### src/rtl/autoplay_seq.sv
// Attract-mode input sequencer: after a period of player inactivity it drives
// timed synthetic active-low presses on each channel, plus a debounced board button.
module autoplay_seq #(
  parameter int                NCH     = 3,
  parameter int                CW      = 24,
  parameter int                HOLD_W  = 28,
  parameter logic [HOLD_W-1:0] HOLDOFF = 28'h0FF_FFFF,
  parameter logic [15:0]       DEB     = 16'hFFFF
) (
  input  logic              clk_pix,
  input  logic              reset,
  input  logic              enable,
  input  logic [NCH-1:0]    user_n,
  input  logic              button,
  input  logic              cfg_we,
  input  logic [2:0]        cfg_ch,
  input  logic [1:0]        cfg_sel,
  input  logic [CW-1:0]     cfg_data,
  output logic [NCH-1:0]    auto_n,
  output logic              armed,
  output logic              btn_rst
);

  typedef enum logic [2:0] {
    ST_IDLE,
    ST_WAIT,
    ST_ACTIVE,
    ST_GAP,
    ST_DONE
  } ch_state_t;

  function automatic logic [HOLD_W-1:0] sat_dec(input logic [HOLD_W-1:0] v);
    return (v == '0) ? v : v - HOLD_W'(1);
  endfunction

  function automatic logic deb_done(input logic [15:0] c);
    return ({1'b0, c} + 17'd1) >= {1'b0, DEB};
  endfunction

  logic [NCH-1:0]    user_p0, user_p1;
  logic              btn_p0, btn_p1;
  logic [HOLD_W-1:0] holdoff;
  logic [15:0]       deb_cnt;
  logic              activity;
  logic              arm_d;

  // Stage p0/p1: two-flop synchronizers; idle levels on reset avoid false activity
  always_ff @(posedge clk_pix) begin
    if (reset) begin
      user_p0 <= '1;
      user_p1 <= '1;
      btn_p0  <= 1'b0;
      btn_p1  <= 1'b0;
    end else begin
      user_p0 <= user_n;
      user_p1 <= user_p0;
      btn_p0  <= button;
      btn_p1  <= btn_p0;
    end
  end

  assign activity = ~&user_p1;
  // Channels react to the same condition that loads armed, so they move in step with it
  assign arm_d    = enable && (holdoff == '0) && !activity;

  always_ff @(posedge clk_pix) begin
    if (reset) begin
      holdoff <= HOLDOFF;
      armed   <= 1'b0;
    end else begin
      holdoff <= activity ? HOLDOFF : sat_dec(holdoff);
      armed   <= arm_d;
    end
  end

  always_ff @(posedge clk_pix) begin
    if (reset) begin
      deb_cnt <= '0;
      btn_rst <= 1'b0;
    end else if (btn_p1 == btn_rst) begin
      deb_cnt <= '0;
    end else if (deb_done(deb_cnt)) begin
      deb_cnt <= '0;
      btn_rst <= btn_p1;
    end else begin
      deb_cnt <= deb_cnt + 16'd1;
    end
  end

  for (genvar i = 0; i < NCH; i++) begin : g_ch
    logic [CW-1:0] s_reg, l_reg, p_reg;
    logic [CW-1:0] cnt, lim;
    ch_state_t     state;
    logic          out_n;
    logic          wr;

    assign wr = cfg_we && (cfg_ch == 3'(i));

    always_ff @(posedge clk_pix) begin
      if (reset) begin
        s_reg <= '0;
        l_reg <= '0;
        p_reg <= '0;
      end else if (wr) begin
        case (cfg_sel)
          2'd0:    s_reg <= cfg_data;
          2'd1:    l_reg <= cfg_data;
          2'd2:    p_reg <= cfg_data;
          default: ;
        endcase
      end
    end

    // lim captures S/L/P on phase entry so a config write never retimes a running phase
    always_ff @(posedge clk_pix) begin
      if (reset) begin
        state <= ST_IDLE;
        out_n <= 1'b1;
      end else if (!arm_d) begin
        state <= ST_IDLE;
        out_n <= 1'b1;
      end else begin
        case (state)
          ST_IDLE: begin
            state <= ST_WAIT;
            cnt   <= '0;
            lim   <= s_reg;
          end
          ST_WAIT: begin
            if (cnt == lim) begin
              cnt <= CW'(1);
              if (l_reg == '0) begin
                state <= ST_GAP;
                lim   <= p_reg;
              end else begin
                state <= ST_ACTIVE;
                out_n <= 1'b0;
                lim   <= l_reg;
              end
            end else begin
              cnt <= cnt + CW'(1);
            end
          end
          ST_ACTIVE: begin
            if (cnt == lim) begin
              state <= ST_GAP;
              out_n <= 1'b1;
              cnt   <= CW'(1);
              lim   <= p_reg;
            end else begin
              cnt <= cnt + CW'(1);
            end
          end
          ST_GAP: begin
            if (lim == '0) begin
              state <= ST_DONE;
            end else if (cnt == lim) begin
              cnt <= CW'(1);
              if (l_reg == '0) begin
                lim <= p_reg;
              end else begin
                state <= ST_ACTIVE;
                out_n <= 1'b0;
                lim   <= l_reg;
              end
            end else begin
              cnt <= cnt + CW'(1);
            end
          end
          ST_DONE: state <= ST_DONE;
          default: begin
            state <= ST_IDLE;
            out_n <= 1'b1;
          end
        endcase
      end
    end

    assign auto_n[i] = out_n;
  end

endmodule

### config.mk
export PLATFORM = sky130hd
export DESIGN_NAME = autoplay_seq
export DESIGN_NICKNAME = d
export VERILOG_FILES = /design/src/rtl/autoplay_seq.sv
export SDC_FILE = /design/constraint.sdc
export NUM_CORES = 1
export LEC_CHECK = 0
export ABC_AREA = 1
export BUFFER_PORTS_ARGS = -buffer_cell sky130_fd_sc_hd__clkbuf_2
export CORE_MARGIN = 4
export CORE_UTILIZATION = 47
export DETAILED_ROUTE_END_ITERATION = 16
export PLACE_DENSITY = 0.65
export SYNTH_ARGS = -nofsm -noshare
export SYNTH_HDL_FRONTEND = slang
export SYNTH_SLANG_ARGS = --single-unit
### constraint.sdc
create_clock -name clk_pix -period 3.34 [get_ports clk_pix]
set_input_delay 0 -clock clk_pix [delete_from_list [all_inputs] [get_ports clk_pix]]
set_output_delay 0 -clock clk_pix [all_outputs]
set_load 0.01 [all_outputs]
==> results.md, run 1 <==
- P&R area growth vs syn: 12.26%
- Rel. slew slack: 0.3625
- Final hold viol count: 0
- Max_cap viols: 0
- Syn Nets: 2,640
- Initial antenna violation count: 0
- DRT Wirelength: 53,610 um
- Post-Syn Area: 0.02036 mm^2
- Area after DPL: 0.02100 mm^2
- CTS tree: built
- Post_cts resized: 0
- Clock power frac: 0.468
- Vias per inst: 5.432
- Total gr overflow: 0
- Psw: 2.474 mW
- Hold bufs inserted after CTS: 34
- Synth warn: 0
- Final worst setup slack: 0.7997 ns
- Top-area cell type share of the netlist area: 0.2772
- Flops & latches, synth: 426
- CTS Buf Count: 47
- Most common cell after layout, fill and taps aside: nor2_1
- Worst path required time: 3.58 ns
- Post-detail-place hpwl: 35,280 um
- Die H: 216.2 um
- HP Class: primary input to flop
- Synth Instances: 2,596
- GP Congestion: 0.8438
- Status: finished, final reports clean
- Buffers on Ports: 41
- Initial Utilization: 0.4801
- Detail Route Antenna Nets: 0
- Pwr Density: 479.4 mW/mm^2
- Final std cells w/o fill: 3,231
- First-pass GRT wire length: 86,690 um
- Clk pin slew, worst setup/hold paths: 0.06 ns
- Share of layout cells above drive strength 1: 0.08858
- Vias post-DR: 17,550
- # fillers: 3,977
- Reg power frac: 0.491
- LEAKAGE: 8.682 nW
- DRT Pass-1 Iters: 6
- Share of flip-flops with an asynchronous set or reset: 0
- Width of the die: 216.2 um
- Layout net count: 2,659
- Met1 WL: 24,530 um
- Worst skew pair latency: 0.58 ns
- Post-route DRC violation count: 0
- Met2 routed WL: 24,660 um
- Arr. time, crit path: 2.78 ns
- CP startpoint kind: flop
- Worst Tran Pin Value: 0.9551 ns
- Total track usage: 0.2240
- Worst setup path class: flop to flop
- VDD IR max: 0.0004070 V
- Reg2reg setup slack: 0.80 ns
- Iter 0 DRT Violations: 1,687
- CTS root buf: clkbuf_16
- Number of max-slew violations in the final report: 0
- Top post-synthesis cells by area: dfxtp_1 28%, edfxtp_1 21%, nor2_1 7.9%
- Postcts setup bufs: 0
- H-tree Lvls: 2
- Switching part of the total: 0.2257
- Endpoint class of the critical path: flop
- Critical path fanouts, max: 24
- Die area: 0.04672 mm^2
- Final period demand of the worst path: 2.540 ns
- Placed Cells: 3,109
- # IOs: 42
- Final setup viols: 0
- Post-synth EDFFs: 144
- RSZ-0062 raised after global routing: false
- Routed wl met3: 3238 um
- Fin area: 0.02286 mm^2
- Mean Syn Cell Area: 7.845 um^2
- Combinational Power Share: 0.040
- Power Internal: 8.486 mW
- Top routing layer in use: met4
- Site Rows: 75
- CTS max path bufs: 3
- DP Worst Slack: 0.8118 ns
- Register area share after synthesis: 0.4896
- Largest net degree at the start of global routing: 169
- Core outline area: 0.04242 mm^2
- Synth cell types: 45
- Cell taking the most area after synthesis: dfxtp_1
- Hold WS: 0.1478 ns
- Setup Skew: 0.02314 ns
- Fmax: 0.3937 GHz
- Setup TNS Final: 0 ns
- Drt wl/cell: 16.59 um
- Vias in the first global route: 16,650
- Crit share post-route: 0.7606
- Prevailing post-synth register cell: dfxtp_1
- Commonest non-fill, non-tap cells in the layout: 427 x nor2_1, 375 x nand2_1, 282 x dfxtp_1
- Clk sinks: 426
path summary, 6_finish.rpt:
kind / end / cells after the start / from
min reg2reg: user_p1[1] / 1 / user_p0[1]
max: g_ch[0].lim[17] / 12 / holdoff[0]
min: user_p0[1] / 3 / user_n[1]
max reg2reg: g_ch[0].lim[17] / 12 / holdoff[0]
through the flow:
step	power, mW	util
2_1_floorplan	5.748	-
4_1_cts	11.05	0.5389
3_3_place_gp	5.889	0.4950
5_1_grt	11.31	0.5389
6_report	10.96	0.5390
3_5_place_dp	5.895	0.4950
synthesized netlist by cell type (2+ instances only):
cell type / n
nor3_1: 40
and2_1: 5
nor2_2: 26
o21bai_1: 3
nor2_1: 431
buf_2: 18
nor2_4: 8
nand3b_1: 4
nand4_1: 39
edfxtp_1: 144
o211ai_1: 7
buf_1: 3
nand4_4: 2
dfxtp_1: 282
ha_1: 7
a22oi_1: 69
or2_2: 15
nor2b_1: 2
nand2_1: 375
nand2_2: 7
nor4_1: 9
nand3_1: 120
o21a_1: 3
a21oi_1: 244
clkinv_1: 3
clkbuf_1: 106
nor3_2: 10
or2_0: 2
nor3b_1: 9
inv_2: 12
xor2_1: 67
o21ai_1: 13
o21ai_0: 244
nand3_2: 8
buf_4: 5
xnor2_1: 21
inv_1: 225
worst max-delay path: stages (launching register included):
cell and delay [ns]:
dfxtp_1 0.31, inv_1 0.15, ha_1 0.23, nand2_1 0.08
nor3_2 0.12, nand4_2 0.20, nor2_4 0.12, buf_4 0.24
inv_2 0.16, nor3_4 0.16, nand2_1 0.07, inv_1 0.06
buf_4 0.29
layout make-up:
type                       instances  area, um^2  area share
tap                              577       721.9     0.03158
clock inverter                    14       146.4    0.006403
multi-input combinational       1797        8974      0.3925
inverter                         240       903.4     0.03951
sequential                       426        9970      0.4361
clock buffer                      73        1376     0.06020
antenna                            1       2.502   0.0001095
timing repair buffer             103       768.2     0.03360
per-layer routing:
metal / track usage / up-vias
met5: 0 / -
met4: 0.05718 / 0
met3: 0.03459 / 73
met2: 0.3684 / 540
met1: 0.3117 / 8250
li1: - / 8687
kinds of logic (layout without fill, tap and decap cells):
family	after synthesis	count (layout)	synth area share
flops	426	426	0.4896
buf+inv	373	430	0.07158
compound gates	587	587	0.1550
xor+xnor	88	88	0.03785
other cells	0	1	0
simple gates	1115	1115	0.2418
fa+ha+maj	7	7	0.004301
power groups by stage:
stage                     logic (mW)  registers (mW)  clock network, mW
final                          0.442            5.38               5.13
after global routing           0.480            5.39               5.45
after CTS                      0.434            5.38               5.24
after detailed placement       0.399            5.50                  0
after global placement         0.394            5.49                  0
after floorplan                0.258            5.49                  0
Note: power is estimated with default switching activity, not from simulation.
==> run 2: changes to the inputs <==
- PLACE_DENSITY: 0.65 -> default
- clock period: 3.34 -> 2.4 ns (I/O delays scaled with it)
==> run 2 against run 1 <==
Effect of this change:
- via count down 0.30%
- utilization up 0.78 points
- final area up 1.4%
- highest routed layer unchanged
==> results.md, run 2 (synthesized netlist as in run 1, its figures left out) <==
- Status: finished, final reports clean (unchanged)
- CTS root buf: clkbuf_16 (unchanged)
- Clk pin slew, worst setup/hold paths: 0.06 ns (about the same)
- Area after DPL: 0.02128 mm^2 (was 0.02100 mm^2)
- Vias per inst: 5.361 (was 5.432)
- Psw: 3.441 mW (was 2.474 mW)
- Worst Tran Pin Value: 0.8445 ns (was 0.9551 ns)
- Fmax: 0.4556 GHz (was 0.3937 GHz)
- Power Internal: 11.81 mW (was 8.486 mW)
- Final setup viols: 0 (unchanged)
- Final Util: 0.5468 (was 0.5390)
- # IOs: 42 (unchanged)
- WHS Endpoint: g_ch[2].p_reg[6] (was user_p0[1])
- Vias in the first global route: 16,640 (was 16,650)
- CP Cell Sequence: or2_1, a21oi_1, nand3_1, nor2_1, nand3_2, nand2_2, buf_4, inv_1, o21ai_0, a21oi_1 (was inv_1, ha_1, nand2_1, nor3_2, nand4_2, nor2_4, buf_4, inv_2, nor3_4, nand2_1, inv_1, buf_4)
- Buffers on Ports: 41 (unchanged)
- Clk sinks: 426 (unchanged)
- CP Depth: 10 (was 12)
- Endpoint class of the critical path: flop (unchanged)
- Total gr overflow: 0 (unchanged)
- Ant diodes: 0 (was 1)
- RSZ-0062 raised after global routing: false (unchanged)
- Die area: 0.04672 mm^2 (unchanged)
- Register area: 0.009970 mm^2 (unchanged)
- Number of max-slew violations in the final report: 0 (unchanged)
- Max_cap viols: 0 (unchanged)
- # fillers: 4,007 (was 3,977)
- Critical path fanouts, max: 9 (was 24)
- CTS Buf Count: 48 (was 47)
- Overall power: 15.25 mW (was 10.96 mW)
- VDD IR max: 0.0004943 V (was 0.0004070 V)
- Vias post-DR: 17,500 (was 17,550)
- Initial Utilization: 0.4801 (unchanged)
- Width of the die: 216.2 um (unchanged)
- Commonest non-fill, non-tap cells in the layout: 422 x nor2_1, 373 x nand2_1, 282 x dfxtp_1 (was 427 x nor2_1, 375 x nand2_1, 282 x dfxtp_1)
- Post-route DRC violation count: 0 (unchanged)
- CTS tree: built (unchanged)
- Hold WS: 0.09165 ns (was 0.1478 ns)
- Die H: 216.2 um (unchanged)
- DP Worst Slack: 0.1052 ns (was 0.8118 ns)
- CP startpoint kind: flop (unchanged)
- First-pass GRT wire length: 88,890 um (was 86,690 um)
- Initial antenna violation count: 3 (was 0)
- Crit share post-route: 0.9146 (was 0.7606)
- Top routing layer in use: met4 (unchanged)
- Register-to-Register Path Depth: 10 (was 12)
- Layout net count: 2,691 (was 2,659)
- Core outline area: 0.04242 mm^2 (unchanged)
- Post-detail-place hpwl: 37,010 um (was 35,280 um)
- CP most frequent cell: a21oi_1
- Drt wl/cell: 17.04 um (was 16.59 um)
- DRT Wirelength: 55,620 um (was 53,610 um)
- LEAKAGE: 8.817 nW (was 8.682 nW)
- Multi-input logic area: 0.009004 mm^2 (was 0.008974 mm^2)
- Routed wl met3: 3181 um (was 3238 um)
- Final std cells w/o fill: 3,264 (was 3,231)
- H-tree Lvls: 2 (unchanged)
- Placed Cells: 3,136 (was 3,109)
- Crit. Startpoint: g_ch[0].cnt[19] (was holdoff[0])
- Final worst setup slack: 0.2050 ns (was 0.7997 ns)
- Met2 routed WL: 25,530 um (was 24,660 um)
- Reg2reg setup slack: 0.20 ns (was 0.80 ns)
- Rel. slew slack: 0.4370 (was 0.3625)
- Combinational Power Share: 0.042 (was 0.040)
- Arr. time, crit path: 2.53 ns (was 2.78 ns)
- Hold path cells: 6 (was 3)
- Setup Skew: 0.01635 ns (was 0.02314 ns)
- GP Congestion: 0.8886 (was 0.8438)
- Total track usage: 0.2325 (was 0.2240)
- CTS max path bufs: 3 (unchanged)
- Reg power frac: 0.491 (about the same)
- Reg2reg end: g_ch[0].cnt[20] (was g_ch[0].lim[17])
- Most common cell after layout, fill and taps aside: nor2_1 (unchanged)
- Share of layout cells above drive strength 1: 0.1012 (was 0.08858)
- Final period demand of the worst path: 2.195 ns (was 2.540 ns)
- CP max-delay cell: edfxtp_1 (was dfxtp_1)
- Worst path required time: 2.73 ns (was 3.58 ns)
- Worst setup path class: flop to flop (unchanged)
- Met1 WL: 25,700 um (was 24,530 um)
- Setup TNS Final: 0 ns (unchanged)
- CP Buf/Inv Count: 2 (was 5)
- Top delay family on crit path: simple AND/OR/NAND/NOR gates (was buffers and inverters)
- Fin area: 0.02319 mm^2 (was 0.02286 mm^2)
- DRT Pass-1 Iters: 5 (was 6)
- Pwr Density: 657.7 mW/mm^2 (was 479.4 mW/mm^2)
- Hold Path Origin: cfg_we (was user_n[1])
- Reg2reg start: g_ch[0].cnt[19] (was holdoff[0])
- Switching part of the total: 0.2256 (was 0.2257)
- Iter 0 DRT Violations: 1,485 (was 1,687)
- HP Class: primary input to flop (unchanged)
- P&R area growth vs syn: 13.88% (was 12.26%)
- Max stage delay on crit path: 0.46 ns (was 0.31 ns)
- Detail Route Antenna Nets: 0 (unchanged)
- Worst skew pair latency: 0.58 ns (about the same)
- Final hold viol count: 0 (unchanged)
- Largest net degree at the start of global routing: 95 (was 169)
- Site Rows: 75 (unchanged)
- Clock power frac: 0.466 (was 0.468)
[run 2: cell count changes in the layout (fill, tap and decap cells not counted), moves of 3 or more]
cell and change:
buf_4 +23, clkinv_1 +4, buf_12 +4, nor2_2 +5, nor2_1 -5, dlygate4sd3_1 +3
[run 2: layer usage]
layer	GRT usage	up-vias
met4	0.05889	0
met1	0.3276	8214
met3	0.03263	81
li1	-	8740
met2	0.3801	462
met5	0	-
[run 2: area by class of cell]
| class | count | area share |
|---|---|---|
| flip-flops and latches | 426 | 0.4299 |
| well taps | 577 | 0.03113 |
| inverters | 240 | 0.03912 |
| multi-input cells | 1797 | 0.3882 |
| repair inverters | 1 | 0.0003237 |
| clock inverters | 16 | 0.005125 |
| repair buffers | 133 | 0.04532 |
| clock buffers | 74 | 0.06086 |
[run 2: worst max path at each step]
stage / to
2_1_floorplan: g_ch[0].lim[0]
3_3_place_gp: g_ch[0].lim[17]
3_5_place_dp: g_ch[0].lim[16]
4_1_cts: g_ch[0].lim[19]
5_1_grt: g_ch[2].lim[21]
6_report: g_ch[0].cnt[20]
[run 2: power by group through the flow]
| stage | Sequential [mW] | Clock, mW | Combinational, mW |
|---|---|---|---|
| 2_1_floorplan | 7.64 | 0 | 0.359 |
| 3_3_place_gp | 7.65 | 0 | 0.578 |
| 3_5_place_dp | 7.65 | 0 | 0.585 |
| 4_1_cts | 7.49 | 7.28 | 0.636 |
| 5_1_grt | 7.50 | 7.59 | 0.698 |
| 6_report | 7.49 | 7.11 | 0.644 |
[run 2: worst reg2reg max path, stage by stage (launching register included)]
cell      delay [ns]
edfxtp_1        0.46
or2_1           0.25
a21oi_1         0.19
nand3_1         0.10
nor2_1          0.22
nand3_2         0.15
nand2_2         0.11
buf_4           0.18
inv_1           0.13
o21ai_0         0.11
a21oi_1         0.05
[run 2: repair_timing]
action / 4_1_cts / 5_1_grt
setup buffers: 0 / 0
hold buffers: 37 / 0
endpoints found under the setup margin: 0 / 25
resized for setup: 0 / 2
hold endpoints to repair: 230 / 0
==> run 3: changes to the inputs <==
- clock period: 2.4 -> 2.35 ns (I/O delays scaled with it)
==> run 3 against run 2 <==
Effect of this change:
- register-to-register slack worse by 0.07 ns
- utilization up 0.52 points
- sequential share of layout area down 0.39 points
- hold slack worse by 0.037 ns
==> results.md, run 3 (synthesized netlist as in run 1, its figures left out) <==
- Status: finished, final reports clean (unchanged)
- Final period demand of the worst path: 2.211 ns (was 2.195 ns)
- DRT Pass-1 Iters: 6 (was 5)
- Clk sinks: 426 (unchanged)
- Pwr Density: 684.2 mW/mm^2 (was 657.7 mW/mm^2)
- DRT Wirelength: 54,990 um (was 55,620 um)
- Initial antenna violation count: 1 (was 3)
- Worst path required time: 2.62 ns (was 2.73 ns)
- CP Depth: 10 (unchanged)
- Post-route DRC violation count: 0 (unchanged)
- Initial Utilization: 0.4801 (unchanged)
- Max_cap viols: 0 (unchanged)
- Buffers on Ports: 41 (unchanged)
- CTS max path bufs: 3 (unchanged)
- RSZ-0062 raised after global routing: false (unchanged)
- Iter 0 DRT Violations: 1,310 (was 1,485)
- Rel. slew slack: 0.4778 (was 0.4370)
- Width of the die: 216.2 um (unchanged)
- H-tree Lvls: 2 (unchanged)
- Setup Skew: 0.01844 ns (was 0.01635 ns)
- Hold Path Origin: cfg_ch[2] (was cfg_we)
- Reg2reg setup slack: 0.14 ns (was 0.20 ns)
- Placed Cells: 3,139 (was 3,136)
- Commonest non-fill, non-tap cells in the layout: 422 x nor2_1, 373 x nand2_1, 279 x dfxtp_1 (was 422 x nor2_1, 373 x nand2_1, 282 x dfxtp_1)
- CP Buf/Inv Count: 4 (was 2)
- Endpoint class of the critical path: flop (unchanged)
- Share of layout cells above drive strength 1: 0.1082 (was 0.1012)
- Layout net count: 2,694 (was 2,691)
- Vias in the first global route: 16,420 (was 16,640)
- Final setup viols: 0 (unchanged)
- Post-detail-place hpwl: 36,980 um (was 37,010 um)
- LEAKAGE: 8.921 nW (was 8.817 nW)
- Vias per inst: 5.340 (was 5.361)
- Overall power: 16.02 mW (was 15.25 mW)
- Top delay family on crit path: simple AND/OR/NAND/NOR gates (unchanged)
- Hold path cells: 8 (was 6)
- Reg2reg start: holdoff[3] (was g_ch[0].cnt[19])
- Number of max-slew violations in the final report: 0 (unchanged)
- Largest net degree at the start of global routing: 169 (was 95)
- GP Congestion: 0.8588 (was 0.8886)
- CP max-delay cell: dfxtp_1 (was edfxtp_1)
- Fmax: 0.4523 GHz (was 0.4556 GHz)
- Worst setup path class: flop to flop (unchanged)
- Critical path fanouts, max: 24 (was 9)
- First-pass GRT wire length: 87,720 um (was 88,890 um)
- Reg2reg end: g_ch[0].lim[16] (was g_ch[0].cnt[20])
- Detail Route Antenna Nets: 0 (unchanged)
- HP Class: primary input to flop (unchanged)
- Setup TNS Final: 0 ns (unchanged)
- Hold WS: 0.05479 ns (was 0.09165 ns)
- CP startpoint kind: flop (unchanged)
- # fillers: 4,003 (was 4,007)
- Die H: 216.2 um (unchanged)
- Drt wl/cell: 16.83 um (was 17.04 um)
- CTS tree: built (unchanged)
- Worst skew pair latency: 0.58 ns (about the same)
- Die area: 0.04672 mm^2 (unchanged)
- Register-to-Register Path Depth: 10 (unchanged)
- Clk pin slew, worst setup/hold paths: 0.06 ns (about the same)
- Vias post-DR: 17,450 (was 17,500)
- CTS root buf: clkbuf_16 (unchanged)
- Final hold viol count: 0 (unchanged)
- Core outline area: 0.04242 mm^2 (unchanged)
- Crit share post-route: 0.9409 (was 0.9146)
- VDD IR max: 0.0005889 V (was 0.0004943 V)
- # IOs: 42 (unchanged)
- Max stage delay on crit path: 0.34 ns (was 0.46 ns)
- WHS Endpoint: g_ch[1].l_reg[19] (was g_ch[2].p_reg[6])
- CP Cell Sequence: nor2_2, inv_1, nor3_2, nand4_2, nor2_4, inv_4, nor3_4, nand2_2, clkinvlp_4, buf_12 (was or2_1, a21oi_1, nand3_1, nor2_1, nand3_2, nand2_2, buf_4, inv_1, o21ai_0, a21oi_1)
- Total track usage: 0.2295 (was 0.2325)
- Arr. time, crit path: 2.48 ns (was 2.53 ns)
- Most common cell after layout, fill and taps aside: nor2_1 (unchanged)
- Final std cells w/o fill: 3,268 (was 3,264)
- Total gr overflow: 0 (unchanged)
- CTS Buf Count: 48 (unchanged)
- Site Rows: 75 (unchanged)
- Worst Tran Pin Value: 0.7824 ns (was 0.8445 ns)
- P&R area growth vs syn: 14.96% (was 13.88%)
## run 3: changes by cell type in the layout (fill, tap and decap cells not counted), sizes merged
cell	before	now
buf	55	59
inv	237	239
clkbuf	115	117
clkinv	16	13
diode	0	1
clkinvlp	3	1
## run 3: worst reg2reg max path, stage by stage, from the launching register on
cell and delay (ns):
dfxtp_1 0.34, nor2_2 0.15, inv_1 0.11, nor3_2 0.21
nand4_2 0.24, nor2_4 0.19, inv_4 0.10, nor3_4 0.20
nand2_2 0.10, clkinvlp_4 0.09, buf_12 0.17
## run 3: cell type report
cell class | count | area (um^2) | area share
clock buffers | 76 | 1543 | 0.06590
well taps | 577 | 721.9 | 0.03084
diodes | 1 | 2.502 | 0.0001069
multi-input cells | 1797 | 9041 | 0.3862
clock inverters | 14 | 110.1 | 0.004703
inverters | 240 | 909.6 | 0.03885
flip-flops and latches | 426 | 9973 | 0.4260
repair buffers | 137 | 1110 | 0.04741
## run 3: worst max path at each step
stage,startpoint,endpoint
2_1_floorplan,holdoff[5],g_ch[0].lim[0]
3_3_place_gp,holdoff[12],g_ch[0].lim[17]
3_5_place_dp,holdoff[13],g_ch[2].lim[17]
4_1_cts,holdoff[3],g_ch[0].lim[16]
5_1_grt,g_ch[1].cnt[15],g_ch[1].lim[12]
6_report,holdoff[3],g_ch[0].lim[16]
## run 3: layer usage
metal / track usage / share of wire
met1: 0.3216 / 0.47
met4: 0.07254 / 0.026
met5: 0 / 0
met2: 0.3684 / 0.45
met3: 0.03473 / 0.056
## run 3: report_power, final
part / switching [mW] / internal (mW)
clock: 3.06 / 4.62
combinational: 0.467 / 0.211
sequential: 0.0322 / 7.62
total: 3.56 / 12.5
## run 3: stage by stage
stage / worst slack (ns) / area [um^2] / utilization
6_report: 0.1390 / 23410 / 0.5519
5_1_grt: 0.01077 / 23410 / 0.5519
4_1_cts: 0.1060 / 23370 / 0.5511
3_5_place_dp: 0.1241 / 21360 / 0.5036
3_3_place_gp: 0.1397 / 21360 / 0.5036
2_1_floorplan: -0.2720 / 20440 / -
## run 3: repair_timing
item,4_1_cts,5_1_grt
resized for setup,0,4
setup endpoints to repair,0,103
endpoints found under the hold margin,230,14
buffers inserted,0,1
hold buffers,36,2
